## config.mk

```make
export PLATFORM = sky130hd
export DESIGN_NAME = exe_stage
export DESIGN_NICKNAME = d
export VERILOG_FILES = /design/src/rtl/exe_stage_pkg.sv /design/src/rtl/exe_stage_iter_divider.sv /design/src/rtl/exe_stage.sv
export SDC_FILE = /design/constraint.sdc
export NUM_CORES = 1
export LEC_CHECK = 0
export CAP_MARGIN = 20
export CORE_MARGIN = 5
export CORE_UTILIZATION = 60
export CTS_CLUSTER_DIAMETER = 150
export DETAILED_ROUTE_END_ITERATION = 16
export PLACE_DENSITY = 0.93
export SYNTH_ARGS = -nofsm -noshare
export SYNTH_HDL_FRONTEND = slang
export SYNTH_HIERARCHICAL = 1
export SYNTH_SLANG_ARGS = --single-unit
```

## constraint.sdc

```tcl
create_clock -name clk -period 18.7 [get_ports clk]
set_clock_uncertainty 0.1 [all_clocks]
set_input_delay 5.61 -clock clk [delete_from_list [all_inputs] [get_ports clk]]
set_output_delay 5.61 -clock clk [all_outputs]
set_load 0.02 [all_outputs]
```

## src/rtl/exe_stage_pkg.sv

```systemverilog
// Shared widths, ALU op bit positions, divider state encoding and bus layouts for the execute stage.
package exe_stage_pkg;

    localparam int unsigned DS_TO_ES_BUS_WD = 153;
    localparam int unsigned ES_TO_MS_BUS_WD = 71;
    localparam int unsigned XLEN            = 32;
    localparam int unsigned ALU_OP_WD       = 12;

    localparam int unsigned ALU_ADD  = 0;
    localparam int unsigned ALU_SUB  = 1;
    localparam int unsigned ALU_SLT  = 2;
    localparam int unsigned ALU_SLTU = 3;
    localparam int unsigned ALU_AND  = 4;
    localparam int unsigned ALU_NOR  = 5;
    localparam int unsigned ALU_OR   = 6;
    localparam int unsigned ALU_XOR  = 7;
    localparam int unsigned ALU_SLL  = 8;
    localparam int unsigned ALU_SRL  = 9;
    localparam int unsigned ALU_SRA  = 10;
    localparam int unsigned ALU_LUI  = 11;

    typedef enum logic [1:0] {
        DIV_IDLE = 2'd0,
        DIV_BUSY = 2'd1,
        DIV_DONE = 2'd2
    } div_state_e;

    typedef struct packed {
        logic [ALU_OP_WD-1:0] alu_op;
        logic                 div_en;
        logic                 div_signed;
        logic                 div_rem;
        logic                 src1_is_pc;
        logic                 src2_is_imm;
        logic                 gr_we;
        logic                 mem_we;
        logic                 res_from_mem;
        logic [4:0]           dest;
        logic [XLEN-1:0]      imm;
        logic [XLEN-1:0]      rj_value;
        logic [XLEN-1:0]      rkd_value;
        logic [XLEN-1:0]      pc;
    } ds_to_es_t;

    typedef struct packed {
        logic            res_from_mem;
        logic            gr_we;
        logic [4:0]      dest;
        logic [XLEN-1:0] result;
        logic [XLEN-1:0] pc;
    } es_to_ms_t;

    // Two's-complement magnitude when the value is treated as signed.
    function automatic logic [XLEN-1:0] mag32(input logic [XLEN-1:0] v, input logic sgn);
        return (sgn && v[XLEN-1]) ? (~v + XLEN'(1)) : v;
    endfunction

endpackage

```

## src/rtl/exe_stage_iter_divider.sv

```systemverilog
// Restoring divider: one quotient bit per cycle over 32 cycles on operand magnitudes, signs fixed up at the output.
module iter_divider
    import exe_stage_pkg::*;
(
    input  logic            clk,
    input  logic            reset,
    input  logic            start,
    input  logic            ack,
    input  logic            is_signed,
    input  logic [XLEN-1:0] a,
    input  logic [XLEN-1:0] b,
    output logic            done,
    output logic [XLEN-1:0] quotient,
    output logic [XLEN-1:0] remainder
);

    div_state_e      state;
    logic [4:0]      cnt;
    logic [XLEN-1:0] dvd;
    logic [XLEN-1:0] dvs;
    logic [XLEN-1:0] rem;
    logic            q_neg;
    logic            r_neg;
    logic            b_zero;
    logic [XLEN:0]   shifted;
    logic [XLEN:0]   diff;

    // dvd shifts dividend bits out of the top while quotient bits fill the bottom.
    always_comb begin
        shifted = {rem, dvd[XLEN-1]};
        diff    = shifted - {1'b0, dvs};
    end

    always_ff @(posedge clk or negedge reset) begin
        if (!reset) begin
            state  <= DIV_IDLE;
            cnt    <= 5'd0;
            dvd    <= '0;
            dvs    <= '0;
            rem    <= '0;
            q_neg  <= 1'b0;
            r_neg  <= 1'b0;
            b_zero <= 1'b0;
        end else if (start) begin
            state  <= DIV_BUSY;
            cnt    <= 5'd0;
            dvd    <= mag32(a, is_signed);
            dvs    <= mag32(b, is_signed);
            rem    <= '0;
            q_neg  <= is_signed & (a[XLEN-1] ^ b[XLEN-1]);
            r_neg  <= is_signed & a[XLEN-1];
            b_zero <= (b == '0);
        end else begin
            case (state)
                DIV_BUSY: begin
                    if (!diff[XLEN]) begin
                        rem <= diff[XLEN-1:0];
                        dvd <= {dvd[XLEN-2:0], 1'b1};
                    end else begin
                        rem <= shifted[XLEN-1:0];
                        dvd <= {dvd[XLEN-2:0], 1'b0};
                    end
                    cnt <= cnt + 5'd1;
                    if (cnt == 5'd31) begin
                        state <= DIV_DONE;
                    end
                end
                DIV_DONE: begin
                    if (ack) begin
                        state <= DIV_IDLE;
                    end
                end
                default: state <= DIV_IDLE;
            endcase
        end
    end

    always_comb begin
        done      = (state == DIV_DONE);
        quotient  = b_zero ? '1 : (q_neg ? (~dvd + XLEN'(1)) : dvd);
        remainder = r_neg ? (~rem + XLEN'(1)) : rem;
    end

endmodule

```

## src/rtl/exe_stage.sv

```systemverilog
// Execute stage: latches one decoded instruction, computes ALU or divide result, issues the data SRAM request on handoff.
module exe_stage
    import exe_stage_pkg::*;
(
    input  logic                       clk,
    input  logic                       reset,
    input  logic                       ms_allowin,
    output logic                       es_allowin,
    input  logic                       ds_to_es_valid,
    input  logic [DS_TO_ES_BUS_WD-1:0] ds_to_es_bus,
    output logic                       es_to_ms_valid,
    output logic [ES_TO_MS_BUS_WD-1:0] es_to_ms_bus,
    output logic                       data_sram_en,
    output logic [3:0]                 data_sram_we,
    output logic [XLEN-1:0]            data_sram_addr,
    output logic [XLEN-1:0]            data_sram_wdata
);

    ds_to_es_t       in_bus;
    ds_to_es_t       es_bus;
    es_to_ms_t       out_bus;
    logic            es_valid;
    logic            es_ready_go;
    logic            load;
    logic            hs;
    logic [XLEN-1:0] src1;
    logic [XLEN-1:0] src2;
    logic [XLEN-1:0] in_src1;
    logic [XLEN-1:0] in_src2;
    logic [XLEN-1:0] sum;
    logic [XLEN-1:0] alu_res;
    logic            div_start;
    logic            div_done;
    logic [XLEN-1:0] div_q;
    logic [XLEN-1:0] div_r;

    assign in_bus = ds_to_es_t'(ds_to_es_bus);

    // Handshake with decode and memory stages.
    always_comb begin
        es_ready_go    = !es_bus.div_en || div_done;
        es_allowin     = !es_valid || (es_ready_go && ms_allowin);
        es_to_ms_valid = es_valid && es_ready_go;
        hs             = es_to_ms_valid && ms_allowin;
        load           = ds_to_es_valid && es_allowin;
        in_src1        = in_bus.src1_is_pc  ? in_bus.pc  : in_bus.rj_value;
        in_src2        = in_bus.src2_is_imm ? in_bus.imm : in_bus.rkd_value;
        div_start      = load && in_bus.div_en;
    end

    always_ff @(posedge clk or negedge reset) begin
        if (!reset) begin
            es_valid <= 1'b0;
        end else if (es_allowin) begin
            es_valid <= ds_to_es_valid;
        end
    end

    always_ff @(posedge clk) begin
        if (load) begin
            es_bus <= in_bus;
        end
    end

    // Divider captures operands on the same edge the instruction is latched.
    iter_divider u_div (
        .clk       (clk),
        .reset     (reset),
        .start     (div_start),
        .ack       (hs),
        .is_signed (in_bus.div_signed),
        .a         (in_src1),
        .b         (in_src2),
        .done      (div_done),
        .quotient  (div_q),
        .remainder (div_r)
    );

    always_comb begin
        src1    = es_bus.src1_is_pc  ? es_bus.pc  : es_bus.rj_value;
        src2    = es_bus.src2_is_imm ? es_bus.imm : es_bus.rkd_value;
        sum     = src1 + src2;
        alu_res = '0;
        if (es_bus.alu_op[ALU_ADD])  alu_res = alu_res | sum;
        if (es_bus.alu_op[ALU_SUB])  alu_res = alu_res | (src1 - src2);
        if (es_bus.alu_op[ALU_SLT])  alu_res = alu_res | XLEN'($signed(src1) < $signed(src2));
        if (es_bus.alu_op[ALU_SLTU]) alu_res = alu_res | XLEN'(src1 < src2);
        if (es_bus.alu_op[ALU_AND])  alu_res = alu_res | (src1 & src2);
        if (es_bus.alu_op[ALU_NOR])  alu_res = alu_res | ~(src1 | src2);
        if (es_bus.alu_op[ALU_OR])   alu_res = alu_res | (src1 | src2);
        if (es_bus.alu_op[ALU_XOR])  alu_res = alu_res | (src1 ^ src2);
        if (es_bus.alu_op[ALU_SLL])  alu_res = alu_res | (src1 << src2[4:0]);
        if (es_bus.alu_op[ALU_SRL])  alu_res = alu_res | (src1 >> src2[4:0]);
        if (es_bus.alu_op[ALU_SRA])  alu_res = alu_res | XLEN'($signed(src1) >>> src2[4:0]);
        if (es_bus.alu_op[ALU_LUI])  alu_res = alu_res | src2;
    end

    always_comb begin
        out_bus.res_from_mem = es_bus.res_from_mem;
        out_bus.gr_we        = es_bus.gr_we;
        out_bus.dest         = es_bus.dest;
        out_bus.result       = es_bus.div_en ? (es_bus.div_rem ? div_r : div_q) : alu_res;
        out_bus.pc           = es_bus.pc;
        es_to_ms_bus         = out_bus;
        data_sram_en         = hs && (es_bus.mem_we || es_bus.res_from_mem);
        data_sram_we         = {4{hs && es_bus.mem_we}};
        data_sram_addr       = sum;
        data_sram_wdata      = es_bus.rkd_value;
    end

endmodule

```

==> results.cfg <==
[status]
result_of_the_run = completed

[worst_setup_path]
crit_chain = buf_4 -> mux2i_4 -> buf_4 -> ha_1 -> nor2_1 -> o311a_1 -> or4_1 -> a31oi_1 -> o31ai_2 -> a21boi_0 -> o21ai_0 -> a21boi_0 -> o221a_2 -> a211oi_1 -> clkdlybuf4s50_1
cp_slowest_cell = clkdlybuf4s50_1
worstPathMaxFanout = 69
end_kind = primary output
path_class = reg -> out
gate_family_responsible_for_the_most_delay_along_the_worst_path = compound AO/OA/AOI/OAI gates
critical_path_arrival_ns = 7.22
critPathRequiredTime_ns = 12.99
crit_path_start_kind = flip-flop
buffers_and_inverters_on_the_worst_path = 3
crit_path_max_incr_delay_ns = 0.75

[global_route]
first_pass_grt_wire_length_mm = 161.1
grt_max_degree = 87
gr-usage-all-layers = 0.4516
gr-total-overflow = 0
antenna_found_initial = 3
number_of_global_route_vias_before_repair = 25030

[clock_network]
h_tree_depth = 1
post-cts-setup-buffers = 0
hold_buffers = 0
clk-insertion-delay-late_ns = 0.58
clock_tree.buffer_depth = 3
cts_inserted_buffers = 28
clock_sinks = 259
cts.repair.resized = 0
cts_root_buf = clkbuf_16
cts.clk_slew.worst_paths_ns = 0.06
tritoncts = built

[min_path]
hold_path.class = reg -> reg

[synthesis]
sequential_share_of_the_synthesized_area = 0.2866
synth_top_family_by_area = compound AO/OA/AOI/OAI gates
synth.distinct_cells = 88
synth.area.top_cells = edfxtp_1 18%, dfrtp_1 11%, mux2i_1 8.0%
post_synthesis_instance_total = 3039
postSynth.asyncResetShare = 0.4131
post_synth_and_or_nand_nor_area_fraction = 0.1451
number_of_enable_type_register_cells_in_the_synthesized_netlist = 152
post_synth.cell_area_avg_um2 = 8.315
synth_warnings = 6
synth_xor_xnor_area_share = 0.06481
synthFlopType = edfxtp_1
cell_area_after_technology_mapping_mm2 = 0.02527
yosysTopAreaCellShare = 0.1806
post_synth_fa_ha_maj_area_fraction = 0.06922
synth_largest_area_cell = edfxtp_1
synth_compound_area_frac = 0.2312
synthMuxAreaShare = 0.1268
postSynthNetCount = 3334
synth-seq-cells = 259

[power_and_ir_drop]
p_per_area_mw_per_mm2 = 109.1
static-leakage-power_nw = 11.91
worst_ir_drop_vdd_mv = 0.1270
total_power_mw = 3.157

[route]
ant_nets = 0
routedWlPerCell_um = 29.65
detail_route.drc_violations = 0
finalWirelength_mm = 110.0
detail_route.iter0.violations = 4209
via_per_inst = 7.042
detail_route.first_pass.iterations = 7
vias = 26120

[run]
max_cap_violations = 0

[place]
detailedPlacementHpwl_mm = 83.88
post_dp_cell_area_mm2 = 0.02804
port-buffer-count = 298
dpl_ws_ns = 5.878
gp_congestion = 1.118
dpl.cell_count = 3654

[floorplanning]
fp.dieArea_mm2 = 0.04632
die_y_um = 215.2
coreArea_mm2 = 0.04185
fp-row-count = 75
chipWidth_um = 215.2
ioPinCount = 299
initial_utilization = 0.6038

[layout]
area_growth_pct = 14.54
filler_cell_count = 3214
post_route_cells_drive_above_1_share = 0.07289
finish.net_count = 3442
stdcell_area_mm2 = 0.02894
mostFrequentLayoutCell = clkdlybuf4s50_1
layout_common_cells = 297 x clkdlybuf4s50_1, 288 x nand2_1, 269 x a21oi_1, 256 x nor2_1, 224 x o21ai_0
post_layout_nonfiller_instances = 3709

[sta]
hold_viol_final = 0
max_freq_ghz = 0.07732
fin_setup_tns_ns = 0
finalSetupViolCount = 0
layout_min_cycle_time_ns = 12.93
grt_setup_unrepaired = false
max_slew.worst_pin.slew_ns = 1.146
finalWorstSetupSlack_ns = 5.767
period_share = 0.6916
relSlewSlack = 0.2139
slew_viols_final = 0
path summary, 6_finish.rpt:
path	from	to	slack, ns	depth (start not counted)
max	es_bus[136]	es_to_ms_bus[59]	5.77	15
min	u_div/dvs[26]	u_div/dvs[26]	0.43	2
max reg2reg	u_div/rem[17]	u_div/rem[11]	14.72	10
min reg2reg	u_div/dvs[26]	u_div/dvs[26]	0.43	2
max in group asynchronous	reset	u_div/rem[17]	12.28	2
min in group asynchronous	reset	es_valid	4.92	1
layout make-up:
type	instances	area, um2	area share
diodes	1	2.502	0.00008646
inverters	156	585.6	0.02023
flip-flops and latches	259	7242	0.2502
well taps	539	674.4	0.02330
repair buffers	352	3385	0.1169
clock buffers	45	835.8	0.02888
clock inverters	7	60.06	0.002075
multi-input cells	2350	16160	0.5583
kinds of logic (layout without fill, tap and decap cells):
| family | count (synthesis) | in the layout |
|---|---|---|
| multiplexers | 306 | 306 |
| buffers and inverters | 430 | 560 |
| XOR/XNOR | 187 | 187 |
| flip-flops | 259 | 259 |
| other | 0 | 1 |
| AND/OR/NAND/NOR | 807 | 807 |
| adder cells (fa/ha/maj) | 138 | 138 |
| AO/OA/AOI/OAI | 912 | 912 |
worst min-delay path: cells and delay by family, from the launching register on:
kind,cells,cell delay [ns]
AOI/OAI and AO/OA,1,0.10
DFF,1,0.34
and+or+nand+nor,1,0.05
registers in the layout, indices dropped and copies added (netlist names), 2 cells and up:
| signal | count |
|---|---|
| u_div/dvd | 32 |
| u_div/rem | 32 |
| u_div/cnt | 5 |
| u_div/dvs | 32 |
| es_to_ms_bus | 39 |
| data_sram_wdata | 32 |
| u_div/state | 2 |
| es_bus | 81 |
through the flow:
| step | hold WS, ns | util |
|---|---|---|
| after detailed placement | 0.4195 | 0.6699 |
| after global placement | 0.4142 | 0.6696 |
| after CTS | 0.4373 | 0.6913 |
| final | 0.4335 | 0.6916 |
| after floorplan | 0.3464 | - |
| after global routing | 0.4676 | 0.6915 |
per-layer routing:
layer	vias up	wire (um)	GRT usage
met3	508	12580	0.1089
li1	11260	-	-
met1	12350	38950	0.5496
met2	2000	48820	0.7210
met4	4	9610	0.2861
met5	-	18	0
where the power goes:
group	total, mW	switching, mW	internal (mW)	leakage [nW]
clock network	0.557	0.238	0.318	0.442
registers	0.902	0.182	0.720	2.70
logic	1.70	1.04	0.658	8.76
synth_stat cells, types with 22 or more instances:
cell / count
nand2_1: 288
a21oi_1: 269
a22oi_1: 33
mux2_2: 102
buf_1: 33
ha_1: 135
o21ai_0: 224
nor4_1: 23
nor2_1: 256
a211oi_1: 30
o2111ai_1: 25
dfrtp_1: 107
xnor2_1: 115
a21o_1: 33
mux2i_1: 203
nand3_1: 43
inv_1: 151
xor2_1: 72
a31oi_1: 25
o31ai_1: 35
o211ai_1: 31
clkbuf_1: 145
nor3_1: 48
edfxtp_1: 152
and3_1: 22
a221oi_1: 43
buf_4: 75
Note: power is estimated with default switching activity, not from simulation.
